## src/rtl/multiplier_4x3.sv

```systemverilog
// multiplier_4x3: unsigned A*B, iterative shift-add with valid/ready handshakes.
// Define MULT_COMB_EN for a single-cycle AND-array product (IDLE->DONE directly).
module multiplier_4x3 #(
  parameter int A_W = 4,
  parameter int B_W = 3
) (
  input  logic               clk,
  input  logic               rst,
  input  logic               in_valid,
  output logic               in_ready,
  input  logic [A_W-1:0]     A,
  input  logic [B_W-1:0]     B,
  output logic               out_valid,
  input  logic               out_ready,
  output logic [A_W+B_W-1:0] Y,
  output logic               busy
);

  localparam int Y_W = A_W + B_W;
  localparam int C_W = (B_W > 1) ? $clog2(B_W) : 1;
  localparam logic [C_W-1:0] CNT_LAST = C_W'(B_W - 1);

  typedef enum logic [1:0] {
    IDLE = 2'd0,
    CALC = 2'd1,
    DONE = 2'd2
  } state_t;

  state_t         state_q, state_d;
  logic [A_W-1:0] a_q, a_d;
  logic [B_W-1:0] b_q, b_d;
  logic [Y_W-1:0] acc_q, acc_d;
  logic [C_W-1:0] cnt_q, cnt_d;
  logic [Y_W-1:0] y_q, y_d;
  logic [Y_W-1:0] addend;
`ifdef MULT_COMB_EN
  logic [Y_W-1:0] prod;
`endif

  assign in_ready  = (state_q == IDLE);
  assign busy      = (state_q == CALC);
  assign out_valid = (state_q == DONE);
  assign Y         = y_q;

`ifdef MULT_COMB_EN
  // AND-array: sum of B_W gated, shifted copies of A
  always_comb begin
    prod = '0;
    for (int i = 0; i < B_W; i++) begin
      if (B[i]) prod = prod + (Y_W'(A) << i);
    end
  end
`endif

  // next-state and datapath update
  always_comb begin
    state_d = state_q;
    a_d     = a_q;
    b_d     = b_q;
    acc_d   = acc_q;
    cnt_d   = cnt_q;
    y_d     = y_q;
    addend  = b_q[cnt_q] ? (Y_W'(a_q) << cnt_q) : '0;
    unique case (state_q)
      IDLE: begin
        if (in_valid) begin
          a_d   = A;
          b_d   = B;
          acc_d = '0;
          cnt_d = '0;
`ifdef MULT_COMB_EN
          y_d     = prod;
          state_d = DONE;
`else
          state_d = CALC;
`endif
        end
      end
      CALC: begin
        acc_d = acc_q + addend;
        cnt_d = cnt_q + C_W'(1);
        if (cnt_q == CNT_LAST) begin
          y_d     = acc_q + addend;
          cnt_d   = '0;
          state_d = DONE;
        end
      end
      DONE: begin
        if (out_ready) state_d = IDLE;
      end
      default: state_d = IDLE;
    endcase
  end

  // state and datapath registers, synchronous reset
  always_ff @(posedge clk) begin
    if (rst) begin
      state_q <= IDLE;
      a_q     <= '0;
      b_q     <= '0;
      acc_q   <= '0;
      cnt_q   <= '0;
      y_q     <= '0;
    end else begin
      state_q <= state_d;
      a_q     <= a_d;
      b_q     <= b_d;
      acc_q   <= acc_d;
      cnt_q   <= cnt_d;
      y_q     <= y_d;
    end
  end

endmodule

```

## config.mk

```make
export PLATFORM = sky130hd
export DESIGN_NAME = multiplier_4x3
export DESIGN_NICKNAME = d
export VERILOG_FILES = /design/src/rtl/multiplier_4x3.sv
export SDC_FILE = /design/constraint.sdc
export NUM_CORES = 1
export LEC_CHECK = 0
export ABC_AREA = 1
export CAP_MARGIN = 20
export CORE_MARGIN = 2
export CORE_UTILIZATION = 60
export DETAILED_ROUTE_END_ITERATION = 6
export DONT_BUFFER_PORTS = 1
export PLACE_DENSITY = 0.76
export SYNTH_ARGS = -nofsm -noshare
export SYNTH_HDL_FRONTEND = slang
export SYNTH_SLANG_ARGS = --single-unit
```

## constraint.sdc

```tcl
create_clock -name clk -period 3.65 [get_ports clk]
set_input_delay 0.73 -clock clk [delete_from_list [all_inputs] [get_ports clk]]
set_output_delay 0.73 -clock clk [all_outputs]
set_load 0.1 [all_outputs]
```

# [Yosys cells after proc, flatten, opt, wreduce, memory -nomap -nowiden]
# Index checks and enable logic that the tools add are counted.
# W data, S select, Z words.
[totals] register_bits=25 in_bits=11 out_inout_bits=10
[classes] order_cmp=1 n_reduce_logical=6 eq_ne=6 n_shift=1 n_addsub=2 n_mux=12
[op_table] cell="$mux W7" n=2
[op_table] cell="$pmux W7 S2" n=1
[op_table] cell="$mux W2" n=5
[op_table] cell="$add A7 B7 Y7" n=1
[op_table] cell="$shl A4 B2 Y7" n=1
[op_table] cell="$pmux W2 S3" n=1
[op_table] cell="$reduce_and A2 Y1" n=3
[op_table] cell="$eq A2 B2 Y1 const B" n=2
[op_table] cell="$ne A2 B1 Y1 const B" n=2
[op_table] cell="$pmux W2 S2" n=1
[op_table] cell="$lt A2 B3 Y1 const B" n=1
[op_table] cell="$reduce_and A3 Y1" n=1
[op_table] cell="$add A2 B1 Y2 const B" n=1
[op_table] cell="$bmux W1 S2" n=1
[op_table] cell="$eq A2 B1 Y1 const B" n=1
[op_table] cell="$logic_not A2 Y1" n=1
[op_table] cell="$ne A2 B2 Y1 const B" n=1
[op_table] cell="$reduce_bool A2 Y1" n=1
[op_table] cell="$mux W1" n=1

# [Logic depth before layout (Yosys ltp)]
[logic_depth] ltp_word=5 ltp_mapped=16

# [Worst setup path after synthesis]
# OpenSTA, ideal clock, no wires.
[synth_timing] path_type="reg-to-output" from="register state_q[1]" to="output port out_valid" setup_slack_ps=1274 t_arrival_ps=1646 path_stages_with_launch=3 n_path_buf=0 path_cell_list="dfxtp_1 inv_1 nor2_1"
[synth_via] elab_chain_len=1
[synth_rtl] element="start: declaration" line_no="29" text="state_t state_q, state_d;"
[synth_rtl] element="start signal: assignment" line_no="105" text="state_q <= state_d;"
[synth_rtl] element="$eq A2 B2 Y1" line_no="42" text="assign out_valid = (state_q == DONE);"
[synth_rtl] element="end: declaration" line_no="13" text="output logic out_valid,"
# Every way passes these cells.

# [Worst setup path in the final report]
[layout_timing] from="register cnt_q[0]" to="register acc_q[4]"
[layout_via] elab_chain_len=5
[layout_rtl] element="start: declaration" line_no="33" text="logic [C_W-1:0] cnt_q, cnt_d;"
[layout_rtl] element="start signal: assignment" line_no="109" text="cnt_q <= cnt_d;"
[layout_rtl] element="$bmux W1 S2" line_no="63" text="addend = b_q[cnt_q] ? (Y_W'(a_q) << cnt_q) : '0;"
[layout_rtl] element="$mux W1 (implied by the code)" line_no="63"
[layout_rtl] element="$mux W7 (*)" line_no="63"
[layout_rtl] element="$add A7 B7 Y7 (*)" line_no="80" text="acc_d = acc_q + addend;"
[layout_rtl] element="$pmux W7 S2 (*)" line_no="64" text="unique case (state_q)"
[layout_rtl] element="end signal: assignment" line_no="101" text="acc_q <= '0;"
[layout_rtl] element="end signal: assignment" line_no="108" text="acc_q <= acc_d;"
[layout_rtl] element="end: declaration" line_no="32" text="logic [Y_W-1:0] acc_q, acc_d;"
# Mark *: on every way between the ends. The rest lies on a longest branch, timed or not. The select of a mux whose other input is x is not followed.
# A chain may end at the register's enable or synchronous reset.

==> flow_summary.json <==
{
  "cts_tree": "done",
  "io_pins": 21,
  "start_util": 0.620,
  "drtIter0Drc": 15,
  "core_area_um2": 2150,
  "fillers": 213,
  "synthCells": 184,
  "hold_path_depth": 1,
  "cp-start-kind": "flop",
  "wl_um": 2660,
  "cts.path.max_buffers": 2,
  "layout_commonest_cell": "nand2_1",
  "crit-reg2reg-launch": "cnt_q[0]$_SDFFE_PP0P_",
  "r2r.worst_path.cells": 13,
  "die_w_um": 51.1,
  "ys.warnings.count": 0,
  "syn_nets": 202,
  "finalSetupViolations": 0,
  "gp_congestion": 0.907,
  "grt_max_degree": 18,
  "grt-ovfl-total": 0,
  "wl_per_cell_um": 12.5,
  "slew_viol_final": 0,
  "worstPathArrival_ns": 2.70,
  "r2r-end": "acc_q[4]$_SDFFE_PP0P_",
  "die_height_um": 51.1,
  "diodes": 0,
  "cts_buffers": 3,
  "ctsHoldBuffers": 0,
  "critPathKind": "reg -> reg",
  "first_global_vias": 1102,
  "nets": 204,
  "min_period_over_period": 0.663,
  "syn-cell-area_um2": 1330,
  "hold_viol": 0,
  "worstMarginPinSlew_ns": 1.09,
  "synth-seq-cells": 25,
  "clkTransAtPathRegs_ns": 0.14,
  "io_buffers": 0,
  "power_uw": 533,
  "yosysUniqueCellTypes": 30,
  "pwr_density_cell_nw_per_um2": 384,
  "timing.hold.ws_ns": 0.441,
  "ys_seq_area_frac": 0.376,
  "final_cell_mix": "nand2_1, nor2_1, dfxtp_1, inv_1, a21oi_1",
  "status": "completed",
  "synthToLayoutAreaGrowth_pct": 4.23,
  "dr_total_vias": 1132,
  "antenna_found_initial": 0,
  "synth_area_per_cell_um2": 7.24,
  "h-tree-depth": 1,
  "clk_latency_ns": 0.33,
  "cp-end-kind": "flop",
  "drc_errors": 0,
  "critPathCapture": "acc_q[4]$_SDFFE_PP0P_",
  "cts-root-buf": "clkbuf_4",
  "rsz0062_at_grt": "false",
  "cp.required_ns": 3.92,
  "cts_sinks": 25,
  "dieArea_um2": 2610,
  "vias_per_cell": 5.31,
  "max_slew_margin": 0.276,
  "drt_pass1_iterations": 4,
  "grt_usage": 0.238,
  "hold_path_class": "in -> reg",
  "max_clock_freq_ghz": 0.413,
  "rows": 17,
  "drive_gt1_frac": 0.130,
  "critPathLaunch": "cnt_q[0]$_SDFFE_PP0P_",
  "critPathMaxFanout": 8,
  "setup_tns_ns": 0,
  "ant_nets": 0,
  "place_hpwl_um": 2110,
  "vdd_drop_max_mv": 0.324,
  "skew_ns": 0.00153,
  "fin_crit_ns": 2.42,
  "cellLeakagePower_nw": 0.627,
  "grt_pass1_wl_um": 4590,
  "cts_setup_buffers": 0,
  "r2r_slack_ns": 1.23,
  "cap_violations": 0,
  "ctsResizeCount": 0
}
==> per-stage QoR <==
step | setup slack, ns | instance area [um2] | cells | utilization
after detailed placement | 1.30 | 1360 | 209 | 0.632
after global placement | 1.46 | 1360 | 209 | 0.632
after global routing | 0.966 | 1390 | 213 | 0.646
final | 1.23 | 1390 | 213 | 0.646
after CTS | 1.27 | 1390 | 213 | 0.646
after floorplan | 1.27 | 1330 | 184 | -
==> Yosys cell counts <==
master | count | share of area
nand2_1 | 38 | 0.11
nor2_1 | 33 | 0.093
dfxtp_1 | 25 | 0.38
inv_1 | 19 | 0.054
a21oi_1 | 11 | 0.041
o21ai_0 | 10 | 0.038
ha_1 | 6 | 0.056
nand3_1 | 6 | 0.023
inv_2 | 4 | 0.011
mux2i_1 | 3 | 0.023
nand2_2 | 3 | 0.014
o22ai_1 | 3 | 0.014
a221oi_1 | 2 | 0.013
buf_2 | 2 | 0.0075
inv_4 | 2 | 0.0094
nand4_1 | 2 | 0.0094
o21ai_1 | 2 | 0.0075
a211oi_2 | 1 | 0.0094
a21oi_2 | 1 | 0.0066
a31oi_2 | 1 | 0.0094
buf_4 | 1 | 0.0056
clkbuf_1 | 1 | 0.0028
fa_1 | 1 | 0.015
nand2_4 | 1 | 0.0085
nand3_2 | 1 | 0.0075
nor2_4 | 1 | 0.0085
or2_2 | 1 | 0.0047
xnor2_1 | 1 | 0.0066
xor2_1 | 1 | 0.0066
xor2_2 | 1 | 0.012
==> logic make-up after synthesis <==
logic type               share of synthesized area
AO/OA/AOI/OAI                                0.139
AND/OR/NAND/NOR                              0.275
buffers and inverters                       0.0902
flip-flops                                   0.376
adder cells (fa/ha/maj)                     0.0714
XOR/XNOR                                    0.0254
multiplexers                                0.0226
==> layout make-up <==
| cell class | count | area, um2 | share of cell area |
|---|---|---|---|
| Multi-Input combinational cell | 130 | 716 | 0.516 |
| Sequential cell | 25 | 500 | 0.361 |
| Timing Repair Buffer | 1 | 7.51 | 0.00541 |
| Tap cell | 28 | 35.0 | 0.0252 |
| Clock inverter | 1 | 7.51 | 0.00541 |
| Clock buffer | 3 | 22.5 | 0.0162 |
| Inverter | 25 | 98.8 | 0.0712 |
==> critical path: stages, from the launching register on <==
cell and delay [ns]:
dfxtp_1 0.57, nand2_1 0.13, nor2_1 0.17, a31oi_2 0.09, nor2_1 0.12, ha_1 0.19
inv_1 0.06, fa_1 0.41, inv_1 0.09, nand3_1 0.08, nand2_2 0.10, xor2_2 0.16
nand2_1 0.08, a21oi_1 0.13
==> registers in the layout, summed over array words and instances, names as in the netlist <==
| register | cells |
|---|---|
| Y | 7 |
| acc_q | 7 |
| cnt_q | 2 |
| a_q | 4 |
| b_q | 3 |
| state_q | 2 |
==> worst min-delay path by stage <==
stage,startpoint,to,slack (ns)
final,rst,acc_q[3]$_SDFFE_PP0P_,0.44
after global routing,rst,acc_q[3]$_SDFFE_PP0P_,0.42
after CTS,rst,acc_q[3]$_SDFFE_PP0P_,0.43
after floorplan,b_q[1]$_SDFFE_PP0P_,b_q[1]$_SDFFE_PP0P_,0.43
after detailed placement,acc_q[0]$_SDFFE_PP0P_,acc_q[0]$_SDFFE_PP0P_,0.45
after global placement,acc_q[5]$_SDFFE_PP0P_,acc_q[5]$_SDFFE_PP0P_,0.46
==> power by group <==
part / internal [mW] / switching, mW / leakage, nW
Sequential: 0.286 / 0.0280 / 0.204
Combinational: 0.0247 / 0.0643 / 0.409
Clock: 0.0420 / 0.0874 / 0.0139
Total: 0.353 / 0.180 / 0.627
==> layer usage <==
metal,track usage,share of wire,vias up
li1,-,-,591
met1,0.265,0.42,507
met4,0.131,0.036,0
met3,0.0351,0.032,9
met2,0.431,0.51,25
met5,0,0,-
Power figures use the tool's default switching activity.
